`src/rtl/cordic_prefold.sv`:
```
// Front-end for the CORDIC pipeline: reduces rotation angles mod 360, folds them into [-90,90], reflects vectoring inputs.
// Latency: accept edge E0, FOLD edge at E2+N (N = wraps), valid_out high the cycle after; issue interval >= 3 cycles.
// Backpressure: in_ready is high only in IDLE; no backpressure is taken from the downstream pipeline.
module cordic_prefold #(
  parameter int INPUT_WIDTH      = 16,
  parameter int INPUT_FRAC_WIDTH = 8,
  parameter int ANGLE_INT_WIDTH  = 9,
  parameter int FLIP_FLAG_WIDTH  = 2
) (
  input  logic                                           clk,
  input  logic                                           reset,
  input  logic                                           in_valid,
  output logic                                           in_ready,
  input  logic [ANGLE_INT_WIDTH+INPUT_FRAC_WIDTH:0]      in_degree,
  input  logic [INPUT_WIDTH-1:0]                         in_x,
  input  logic [INPUT_WIDTH-1:0]                         in_y,
  input  logic                                           in_arctan_en,
  output logic [INPUT_WIDTH-1:0]                         degree_out,
  output logic [INPUT_WIDTH-1:0]                         x_out,
  output logic [INPUT_WIDTH-1:0]                         y_out,
  output logic [FLIP_FLAG_WIDTH-1:0]                     flip_out,
  output logic                                           arctan_en_out,
  output logic                                           valid_out,
  output logic                                           busy
);

  localparam int ANG_W = 1 + ANGLE_INT_WIDTH + INPUT_FRAC_WIDTH;

  localparam logic signed [ANG_W-1:0] DEG90  = ANG_W'(90  << INPUT_FRAC_WIDTH);
  localparam logic signed [ANG_W-1:0] DEG180 = ANG_W'(180 << INPUT_FRAC_WIDTH);
  localparam logic signed [ANG_W-1:0] DEG360 = ANG_W'(360 << INPUT_FRAC_WIDTH);

  localparam logic [FLIP_FLAG_WIDTH-1:0] FLIP_NONE = FLIP_FLAG_WIDTH'(0);
  localparam logic [FLIP_FLAG_WIDTH-1:0] FLIP_ROT  = FLIP_FLAG_WIDTH'(1);
  localparam logic [FLIP_FLAG_WIDTH-1:0] FLIP_VEC  = FLIP_FLAG_WIDTH'(2);

  typedef enum logic [1:0] {IDLE, REDUCE, FOLD} state_t;

  state_t state, state_nxt;

  logic signed [ANG_W-1:0]       angle;
  logic signed [INPUT_WIDTH-1:0] x_q, y_q;
  logic                          arctan_q;

  logic                          accept;
  logic                          wrap_hi, wrap_lo;

  logic signed [ANG_W-1:0]       fold_ang;
  logic [INPUT_WIDTH-1:0]        fold_deg, fold_x, fold_y;
  logic [FLIP_FLAG_WIDTH-1:0]    fold_flip;

  // Negation that maps the most negative code to the most positive one instead of wrapping.
  function automatic logic [INPUT_WIDTH-1:0] neg_sat(input logic signed [INPUT_WIDTH-1:0] v);
    if (v == {1'b1, {(INPUT_WIDTH-1){1'b0}}})
      neg_sat = {1'b0, {(INPUT_WIDTH-1){1'b1}}};
    else
      neg_sat = -v;
  endfunction

  assign in_ready = (state == IDLE);
  assign busy     = (state != IDLE);
  assign accept   = in_valid && in_ready;
  assign wrap_hi  = (angle >= DEG180);
  assign wrap_lo  = (angle < -DEG180);

  // State register.
  always_ff @(posedge clk) begin
    if (!reset) state <= IDLE;
    else        state <= state_nxt;
  end

  // Next-state: reduce one 360-degree step per cycle until the angle lies in [-180,180).
  always_comb begin
    state_nxt = state;
    case (state)
      IDLE:    if (accept) state_nxt = REDUCE;
      REDUCE:  if (!wrap_hi && !wrap_lo) state_nxt = FOLD;
      FOLD:    state_nxt = IDLE;
      default: state_nxt = IDLE;
    endcase
  end

  // Request capture and modulo-360 reduction of the working angle.
  always_ff @(posedge clk) begin
    if (!reset) begin
      angle    <= '0;
      x_q      <= '0;
      y_q      <= '0;
      arctan_q <= 1'b0;
    end else if (accept) begin
      angle    <= in_degree;
      x_q      <= in_x;
      y_q      <= in_y;
      arctan_q <= in_arctan_en;
    end else if (state == REDUCE) begin
      if (wrap_hi)      angle <= angle - DEG360;
      else if (wrap_lo) angle <= angle + DEG360;
    end
  end

  // Fold the reduced angle into [-90,90], or reflect a left-half-plane vector.
  always_comb begin
    fold_ang  = angle;
    fold_deg  = '0;
    fold_x    = x_q;
    fold_y    = y_q;
    fold_flip = FLIP_NONE;
    if (arctan_q) begin
      if (x_q < 0) begin
        fold_x    = neg_sat(x_q);
        fold_y    = neg_sat(y_q);
        fold_flip = FLIP_VEC;
      end
    end else begin
      if (angle > DEG90) begin
        fold_ang  = angle - DEG180;
        fold_flip = FLIP_ROT;
      end else if (angle < -DEG90) begin
        fold_ang  = angle + DEG180;
        fold_flip = FLIP_ROT;
      end
      fold_deg = fold_ang[INPUT_WIDTH-1:0];
    end
  end

  // Output registers: loaded on the FOLD exit edge and held until the next FOLD.
  always_ff @(posedge clk) begin
    if (!reset) begin
      degree_out    <= '0;
      x_out         <= '0;
      y_out         <= '0;
      flip_out      <= '0;
      arctan_en_out <= 1'b0;
      valid_out     <= 1'b0;
    end else begin
      valid_out <= (state == FOLD);
      if (state == FOLD) begin
        degree_out    <= fold_deg;
        x_out         <= fold_x;
        y_out         <= fold_y;
        flip_out      <= fold_flip;
        arctan_en_out <= arctan_q;
      end
    end
  end

endmodule

```
`config.mk`:
```
export PLATFORM = sky130hd
export DESIGN_NAME = cordic_prefold
export DESIGN_NICKNAME = d
export VERILOG_FILES = /design/src/rtl/cordic_prefold.sv
export SDC_FILE = /design/constraint.sdc
export NUM_CORES = 1
export LEC_CHECK = 0
export BUFFER_PORTS_ARGS = -buffer_cell sky130_fd_sc_hd__buf_2
export CELL_PAD_IN_SITES_DETAIL_PLACEMENT = 1
export CELL_PAD_IN_SITES_GLOBAL_PLACEMENT = 2
export CORE_MARGIN = 3
export CORE_UTILIZATION = 31
export CTS_CLUSTER_SIZE = 16
export DETAILED_ROUTE_END_ITERATION = 8
export HOLD_SLACK_MARGIN = 0.03
export PLACE_DENSITY_LB_ADDON = 0.1
export SYNTH_ARGS = -nofsm -noshare
export SYNTH_HDL_FRONTEND = slang
export SYNTH_SLANG_ARGS = --single-unit
export TNS_END_PERCENT = 50
```
`constraint.sdc`:
```
create_clock -name clk -period 4.19 [get_ports clk]
set_clock_uncertainty 0.2 [all_clocks]
set_input_delay 0.6285 -clock clk [delete_from_list [all_inputs] [get_ports clk]]
set_output_delay 0.6285 -clock clk [all_outputs]
set_load 0.005 [all_outputs]
```
[Word-level counts from Yosys, hierarchy flattened]
Cells that the tools add are included.
Operators by class
  equal/unequal tests: 6
  add/subtract/negate cells: 6
  multiplexer cells: 20
  magnitude comparators: 5
  reductions and logical operators: 10
Operators by type and width (number)
  16-bit 2-to-1 mux: 9
  18-bit 2-to-1 mux: 4
  16-bit == test, second input constant: 2
  16-bit negator: 2
  18-bit adder, second input constant: 1
  18-bit by 17-bit greater-or-equal comparator with 1-bit output, second input constant: 1
  18-bit by 16-bit > comparator with 1-bit output, second input constant: 1
  18-bit by 16-bit less-than comparator with 1-bit output, second input constant: 1
  18-bit by 17-bit less-than comparator with 1-bit output, second input constant: 1
  18-bit subtractor, second input constant: 1
  16-bit adder, second input constant: 1
  16-bit by 1-bit less-than comparator with 1-bit output, second input constant: 1
  16-bit subtractor, second input constant: 1
  2-bit 2-to-1 mux: 4
  2-bit case mux with 2 select lines: 1
  2-bit AND reduction: 2
  2-bit nonzero test: 2
  3-bit nonzero test: 1
  2-bit by 1-bit == test with 1-bit output, second input constant: 1
  2-bit == test, second input constant: 1
  1-bit logical AND: 2
  1-bit logical NOT: 2
  2-bit logical NOT: 1
  1-bit 2-to-1 mux: 2
  2 further kinds: 2
Word-level totals
  bits in registers: 105
  output and inout bits: 54
  word-level logic and storage cells: 58
  bits of input ports: 54

[Longest topological paths before layout]
Gate-level depths: netlist of run 1.
  depth after elaboration: 5
  gate-level depth with buffers: 14
  mapped depth without buffers: 13

[Worst setup path after synthesis of run 1]
No wires, ideal clock.
  path type: register to register
  start point: reg angle[11]
  end point: reg angle[15]
  arrival: 3.030 ns
  path buffers: 1
  required time: 3.878 ns
  stages on the path, launching flop included: 15
  setup time: 0.112 ns
  slack: 0.848 ns
  clock period less this slack: 3.342 ns
  cells stage by stage: dfxtp_1 buf_2 inv_1 ha_1 or4b_1 nor4b_2 nand2_1 o21ai_0 inv_1 ha_1 a21o_1 a21oi_1 xnor2_1 nor3_1 a2111oi_1
Between the ends
  longest elaborated chain between the ends: 5
  elaborated cells between the ends (all ways): 10
  classes of those cells: 2 x add/sub; 2 x order compare; 4 x mux; 2 x reduce/logical
Ends and longest elaborated chain
  start, declared: RTL line 41  | logic signed [ANG_W-1:0] angle;
  start signal, assigned: RTL line 91  | angle <= in_degree;
  start signal, assigned: RTL line 96  | if (wrap_hi) angle <= angle - DEG360;
  start signal, assigned: RTL line 97  | else if (wrap_lo) angle <= angle + DEG360;
  18-bit adder: RTL line 97
  18-bit 2-to-1 mux: RTL line 97
  18-bit 2-to-1 mux: RTL line 96
  18-bit 2-to-1 mux: RTL line 95  | end else if (state == REDUCE) begin
  18-bit 2-to-1 mux: RTL line 90  | end else if (accept) begin
Parallel ways exist; a longest one is shown, timed or not. The select of a mux whose other input is x is not followed.
A chain may end at the register's enable or synchronous reset.

[Worst setup path in the final report of run 1]
  start point: reg angle[12]
  end point: reg angle[15]
The elaborated chain is that of the path after synthesis.

==> run summary, run 1 <==
Status: completed
Commonest non-fill, non-tap cell in the layout: nand2_1
Slew headroom: 25.85%
Clock sink total: 105
Post-Route WL: 16.47 mm
ANT nets after route: 0
Initial antenna violation count: 0
Sw power: 786.6 uW
Post-synth ARST share: 0%
CP endpoint kind: register
Largest net degree at the start of global routing: 58
Share of cells above drive strength 1: 20.54%
Synth Cell Area: 5154 sq um
Total track usage: 18.16%
Synth warn: 0
Core area: 16,060 sq um
Clk pin slew, worst setup/hold paths: 70 ps
Worst-Margin Slew: 1108 ps
Fin crit share: 89.14%
Die area: 18,210 sq um
Clk Latency, worst-skew pair: 350 ps
Vias in the first global route: 5,105
Cell internal pwr: 1758 uW
Mapped Avg Cell Area: 7.880 sq um
CP Max Fanout: 12
Adder-Cell Fraction of Synth Area: 3.059%
Top FF cell, synth: dfxtp_1
Dpl hpwl: 11.84 mm
Total Neg Setup Slack: 0 ps
Worst path slowest cell: dfxtp_1
CP peak stage delay: 600 ps
Slew Limit Fails: 0
Hold buffer count at CTS: 0
RSZ-0062 raised after global routing: no
Row cnt: 46
Total power draw: 2545 uW
Root Driver: clkbuf_16
CP cell instances: or4b_1 -> nor4_1 -> nand2_1 -> o21ai_0 -> inv_1 -> ha_1 -> a21o_1 -> a21oi_1 -> xnor2_1 -> nor3_1 -> a2111oi_1
Maximum VDD drop: 0.2001 mV
Yosys reg bits: 105
Critical setup path kind: reg -> reg
Die Ht: 134.9 um
Post-Synth Simple-Gate Area: 23.40%
Complex-gate fraction of the synthesized area: 22.72%
# nets final: 806
Sw Share: 30.91%
Synth Net Count: 720
Final hold vios: 0
Post-CTS Setup Bufs: 0
Starting density of the core: 32.09%
Worst Path Arrival: 3770 ps
First-pass GRT wire length: 26.66 mm
Finished Layout Cells: 961
F_max: 267.7 MHz
Post-synth cell types: 65
Largest family of logic cells by synthesized area: simple AND/OR/NAND/NOR gates
Logic pwr share: 19.6%
Commonest cells after routing, fill and taps aside: nand2_1, buf_2, dfxtp_1
Setup violators final: 0
Setup crit start kind: register
Syn Inst Count: 654
Post-CTS sizing: 0
Drt wl/cell: 17.14 um
Area grow syn2layout: 20.20%
Hold Crit Class: reg -> reg
XOR/XNOR Fraction of Synth Area: 4.588%
Pwr/cell area: 410.8 nW/um^2
Pre-CTS WS: 523.0 ps
CTS Buffer Depth: 2
DR DRC count: 0
Gr ovfl total: 0
Number of vias per cell: 5.220
Final core occ: 38.58%
TritonCTS Buffers: 9
IO Pins: 108
Leak pwr: 0.002508 uW
Setup ws final: 455.0 ps
Data required, critical path: 4230 ps
Register share of total power: 44.6%
Max Cap Viol: 0
ANT cells: 0
Sequential share of the synthesized area: 40.79%
Mux share of post-synthesis cell area: 0.9711%
H-tree Lvls: 3
Placed cells: 945
Min Clock Period, post-route: 3735 ps
PortBufs: 107
DR iter-0 viols: 187
Die width: 134.9 um
Routability-driven placement congestion ratio: 0.9349
Clock power share: 35.8%
Via count: 5,016
Pre-antenna DRT Iters: 4
CTS tree: yes
Number of flops mapped to enable cells by yosys: 0
flip-flops by register name, indices dropped and copies added (netlist names), 2 cells and up:
name and flops:
angle 18, degree_out 16, flip_out 2, state 2, x_out 16, x_q 16
y_out 16, y_q 16
worst paths after layout:
path         slack (ps)      startpoint              to  cells past startpoint
max                 450       angle[12]       angle[15]                     11
min                 250  degree_out[10]  degree_out[10]                      2
max reg2reg         450       angle[12]       angle[15]                     11
min reg2reg         250  degree_out[10]  degree_out[10]                      2
Yosys cell counts, drive strengths merged, types with 5 or more instances:
| library cell | number | area share [%] |
|---|---|---|
| inv | 15 | 1.1 |
| o21ai | 35 | 3.4 |
| xnor2 | 16 | 2.7 |
| or3 | 5 | 0.63 |
| a21oi | 102 | 9.9 |
| o211ai | 5 | 0.73 |
| nor3 | 11 | 1.1 |
| nand2 | 132 | 9.6 |
| a211oi | 6 | 1.1 |
| mux2i | 5 | 0.97 |
| nor4 | 8 | 1.2 |
| ha | 11 | 2.7 |
| and3 | 7 | 0.85 |
| buf | 8 | 0.83 |
| nand3b | 12 | 1.7 |
| o31ai | 6 | 0.87 |
| a31oi | 15 | 1.8 |
| xor2 | 11 | 1.9 |
| nand3 | 8 | 0.78 |
| nor2 | 34 | 2.5 |
| dfxtp | 105 | 41 |
| clkbuf | 35 | 2.5 |
cell type report:
| class | count | area, sq um |
|---|---|---|
| Fill cell | 1967 | 9863 |
| Multi-Input combinational cell | 491 | 2833 |
| Sequential cell | 105 | 2102 |
| Timing Repair Buffer | 118 | 618.1 |
| Tap cell | 216 | 270.3 |
| Clock buffer | 12 | 256.5 |
| Clock inverter | 4 | 58.81 |
| Inverter | 15 | 56.30 |
critical path, delay by kind of cell, from the launching register on:
kind | cells | cell delay, ps
and+or+nand+nor | 4 | 1130
DFF | 1 | 600
AOI/OAI and AO/OA | 4 | 980
xor gates and xnor gates | 1 | 150
buffers and inverters | 1 | 180
adders and majority gates | 1 | 380
through the flow:
stage	hold WS [ps]	instance area, sq um
finish	245.7	6195
global route	275.4	6195
CTS	250.6	6195
detailed placement	240.1	5879
global placement	235.4	5879
floorplan	241.9	5154
power groups by stage:
stage	registers, uW	logic, uW	clock network [uW]
finish	1130	500	912
CTS	1130	507	936
detailed placement	1160	505	0
global placement	1150	490	0
floorplan	1130	357	0
global route	1150	564	970
kinds of logic after synthesis:
group | count (synthesis)
muxes | 5
AOI/OAI and AO/OA | 198
DFF | 105
adders and majority gates | 12
xor gates and xnor gates | 27
buffers and inverters | 58
and+or+nand+nor | 249
metal layers:
layer | GRT usage [%] | up-vias | part of all wire, %
li1 | - | 2487 | -
met1 | 23.39 | 2430 | 46
met2 | 31.77 | 85 | 49
met3 | 2.459 | 14 | 3.2
met4 | 5.319 | 0 | 1.2
met5 | 0 | - | 0
(Power assumes the default switching activity.)
==> run 2, diff against run 1 <==
--- a/config.mk
+++ b/config.mk
@@ -5,11 +5,13 @@
 export SDC_FILE = /design/constraint.sdc
 export NUM_CORES = 1
 export LEC_CHECK = 0
+export ABC_AREA = 1
 export BUFFER_PORTS_ARGS = -buffer_cell sky130_fd_sc_hd__buf_2
 export CELL_PAD_IN_SITES_DETAIL_PLACEMENT = 1
 export CELL_PAD_IN_SITES_GLOBAL_PLACEMENT = 2
 export CORE_MARGIN = 3
-export CORE_UTILIZATION = 31
+export CORE_UTILIZATION = 30
+export CTS_CLUSTER_DIAMETER = 30
 export CTS_CLUSTER_SIZE = 16
 export DETAILED_ROUTE_END_ITERATION = 8
 export HOLD_SLACK_MARGIN = 0.03
@@ -17,4 +19,4 @@
 export SYNTH_ARGS = -nofsm -noshare
 export SYNTH_HDL_FRONTEND = slang
 export SYNTH_SLANG_ARGS = --single-unit
-export TNS_END_PERCENT = 50
+export TNS_END_PERCENT = 100
==> run 2 against run 1 <==
Compared with the run above: synthesized cell count is 21% higher; worst setup slack better by 580 ps; maximum frequency is 18% higher; combinational power is 110% higher; sequential power is 12% higher; clock-buffer cell count stayed put; critical endpoint is now angle[16]; synthesized area is 6.4% higher; global-route usage is 0.30 points lower; via count is 8.0% higher; sequential share of layout area is 1.2 points lower; flip-flop and latch count stayed put; critical path depth is 6 higher.
==> run summary, run 2 <==
R2R depth: 17 (+6)
First-pass GRT wire length: 28.94 mm (+8.5%)
Met1 Use GR: 23.94% (+0.56 points)
ANT nets after route: 0 (unchanged)
Core area: 17,600 sq um (+9.6%)
Hold buffer count at CTS: 0 (unchanged)
IO Pins: 108 (unchanged)
Status: completed
Area grow syn2layout: 16.93%
Synth Cell Area: 5485 sq um (+6.4%)
Total track usage: 17.86% (-0.30 points)
Setup crit end: angle[16]
Worst path slowest cell: dfxtp_1
TritonCTS Buffers: 9 (unchanged)
Top reg by flops: angle
Commonest non-fill, non-tap cell in the layout: nand2_1
Routability-driven placement congestion ratio: 0.8563 (-8.4%)
Register-to-register setup slack: 1040 ps (+580 ps)
Slew headroom: 41.16% (+15 points)
Top FF cell, synth: dfxtp_1
Grt met3 use: 2.646% (+0.19 points)
Yosys reg bits: 105 (unchanged)
Die area: 19,940 sq um (+9.5%)
Sw power: 1249 uW (+59%)
Register share of total power: 39.7% (-4.9 points)
Count leader, synth: nand2_1
Max Cap Viol: 0 (unchanged)
Data required, critical path: 4240 ps (about the same)
Post-synth cell types: 39 (-40%)
Starting density of the core: 31.17% (-0.92 points)
Max reg flops: 18 (unchanged)
Top cells by count, synth: nand2_1, dfxtp_1, nor2_1
Commonest cells after routing, fill and taps aside: nand2_1, buf_2, dfxtp_1
ANT cells: 0 (unchanged)
Number of vias per cell: 4.920 (-5.7%)
Routing usage on met2: 29.50% (-2.3 points)
Initial antenna violation count: 0 (unchanged)
Final hold vios: 0 (unchanged)
Clk Latency, worst-skew pair: 350 ps (about the same)
Post-CTS sizing: 0 (unchanged)
# nets final: 937 (+16%)
Min Clock Period, post-route: 3153 ps (-582.0 ps)
Top-area cell type share of the netlist area: 38.32% (-2.5 points)
Fin crit share: 75.25% (-14 points)
Synth Net Count: 855 (+19%)
Post-synth ARST share: 0% (unchanged)
Post-Route WL: 17.70 mm (+7.5%)
Drt wl/cell: 16.08 um (-6.2%)
Total Neg Setup Slack: 0 ps (unchanged)
CTS tree: yes
Maximum VDD drop: 0.2185 mV (+9.2%)
Pwr/cell area: 499.6 nW/um^2 (+22%)
GRT busiest layer: met2
CP peak stage delay: 630 ps (+30 ps)
Number of flops mapped to enable cells by yosys: 0 (unchanged)
DR iter-0 viols: 191 (+2.1%)
Logic pwr share: 33.3% (+14 points)
PortBufs: 107 (unchanged)
CP endpoint kind: register
DR DRC count: 0 (unchanged)
Vias in the first global route: 5,644 (+11%)
Largest area contributor in the netlist: dfxtp_1
Critical setup path kind: reg -> reg
Setup crit start kind: register
Sequential share of the synthesized area: 38.32% (-2.5 points)
Area after DPL: 6125 sq um (+4.2%)
CP cell instances: inv_1 -> ha_1 -> nor2_2 -> nor2_1 -> nand2_1 -> nand2_2 -> nand2_1 -> inv_1 -> ha_1 -> a21oi_1 -> or2_2 -> nand3_1 -> nand2_1 -> nand3_1 -> nand2_1 -> nor2_1 -> nor2_1
Share of cells above drive strength 1: 19.06% (-1.5 points)
Area contributors post-synth: dfxtp_1, nand2_1, o21ai_0
Setup violators final: 0 (unchanged)
Via count: 5,417 (+8.0%)
Clk pin slew, worst setup/hold paths: 70 ps (about the same)
CP most frequent cell: nand2_1
Design Area, Final: 6414 sq um (+3.5%)
Synth warn: 0 (unchanged)
Mapped Avg Cell Area: 6.952 sq um (-12%)
Clock power share: 27.0% (-8.8 points)
Sw Share: 38.97% (+8.1 points)
Worst Path Arrival: 3200 ps (-570 ps)
Gr ovfl total: 0 (unchanged)
CP Max Fanout: 13 (+1)
Die Ht: 141.2 um (+4.7%)
Cell internal pwr: 1956 uW (+11%)
WP buf/inv: 2 (+1)
H-tree Lvls: 3 (unchanged)
Largest net degree at the start of global routing: 87 (+50%)
Die width: 141.2 um (+4.7%)
Slew Limit Fails: 0 (unchanged)
RSZ-0062 raised after global routing: no
Leak pwr: 0.002919 uW (+16%)
Post-CTS Setup Bufs: 0 (unchanged)
Hold Crit Class: reg -> reg
Pre-antenna DRT Iters: 4 (unchanged)
Worst-Margin Slew: 882.7 ps (-225.6 ps)
Clock sink total: 105 (unchanged)
Syn Inst Count: 789 (+21%)
Worst path top cell family by delay: simple AND/OR/NAND/NOR gates
Row cnt: 48 (+4.3%)
Crit path depth: 17 (+6)
Root Driver: clkbuf_16
Reg-to-Reg End: angle[16]
F_max: 317.2 MHz (+18%)
Reg2reg start: angle[11]
Worst setup path start: angle[11]
CTS Buffer Depth: 2 (unchanged)
Dpl hpwl: 12.48 mm (+5.4%)
## run 2: cell count changes after synthesis, sizes merged, moves of 7 or more
cell,previous run,this run
a21oi,102,73
and3,7,0
buf,8,24
clkbuf,35,16
inv,15,71
nand2,132,172
nand3,8,69
nand3b,12,0
nand4,4,13
nor2,34,107
nor4,8,0
o21ai,35,83
xnor2,16,1
## run 2: worst min path at each step
| stage | from | end | cells past startpoint |
|---|---|---|---|
| 2_1_floorplan | angle[0] | degree_out[0] | 2 |
| 3_5_place_dp | degree_out[15] | degree_out[15] | 2 |
| 5_1_grt | degree_out[15] | degree_out[15] | 2 |
| 6_report | degree_out[15] | degree_out[15] | 2 |
| 3_3_place_gp | degree_out[11] | degree_out[11] | 2 |
| 4_1_cts | degree_out[15] | degree_out[15] | 2 |
## run 2: routing by layer
metal / up-vias / wire, um
met5: - / 0
met3: 19 / 620
met2: 88 / 8157
met1: 2558 / 8623
met4: 0 / 300
li1: 2752 / -
## run 2: worst reg2reg max path: stages, from the launching register on
cell and delay (ps):
dfxtp_1 630, inv_1 130, ha_1 240, nor2_2 160, nor2_1 50, nand2_1 90, nand2_2 90, nand2_1 160
inv_1 100, ha_1 400, a21oi_1 120, or2_2 300, nand3_1 70, nand2_1 50, nand3_1 70, nand2_1 70
nor2_1 90, nor2_1 50
## run 2: power by group through the flow
stage / logic [uW] / clock network, uW / registers (uW)
5_1_grt: 1230 / 935 / 1290
2_1_floorplan: 852 / 0 / 1220
3_3_place_gp: 1050 / 0 / 1290
3_5_place_dp: 1080 / 0 / 1300
6_report: 1070 / 865 / 1270
4_1_cts: 1090 / 902 / 1270
## run 2: logic make-up (layout without fill, tap and decap cells)
| kind of cell | count (synthesis) | in the layout | share of synthesized area, % |
|---|---|---|---|
| compound gates | 176 | 176 | 17.02 |
| flops | 105 | 105 | 38.32 |
| simple gates | 371 | 371 | 30.82 |
| fa+ha+maj | 12 | 12 | 2.874 |
| xor+xnor | 13 | 13 | 2.076 |
| buf+inv | 112 | 199 | 8.896 |
## run 2: cell type report
type | instances | area [sq um]
clock inverters | 4 | 52.55
flip-flops and latches | 105 | 2102
fillers | 2233 | 11180
well taps | 225 | 281.5
clock buffers | 12 | 236.5
multi-input cells | 572 | 2895
inverters | 72 | 280.3
repair buffers | 111 | 565.5
## run 2: per-stage QoR
stage / hold slack [ps] / total power, uW / util (%) / cells / setup slack, ps
final: 262.8 / 3204 / 36.45 / 1101 / 1037
after global routing: 283.7 / 3459 / 36.45 / 1101 / 667.4
after CTS: 265.4 / 3259 / 36.45 / 1101 / 1036
after detailed placement: 253.6 / 2372 / 34.81 / 1085 / 1042
after global placement: 248.1 / 2337 / 34.81 / 1085 / 1170
after floorplan: 252.8 / 2072 / - / 789 / 1514
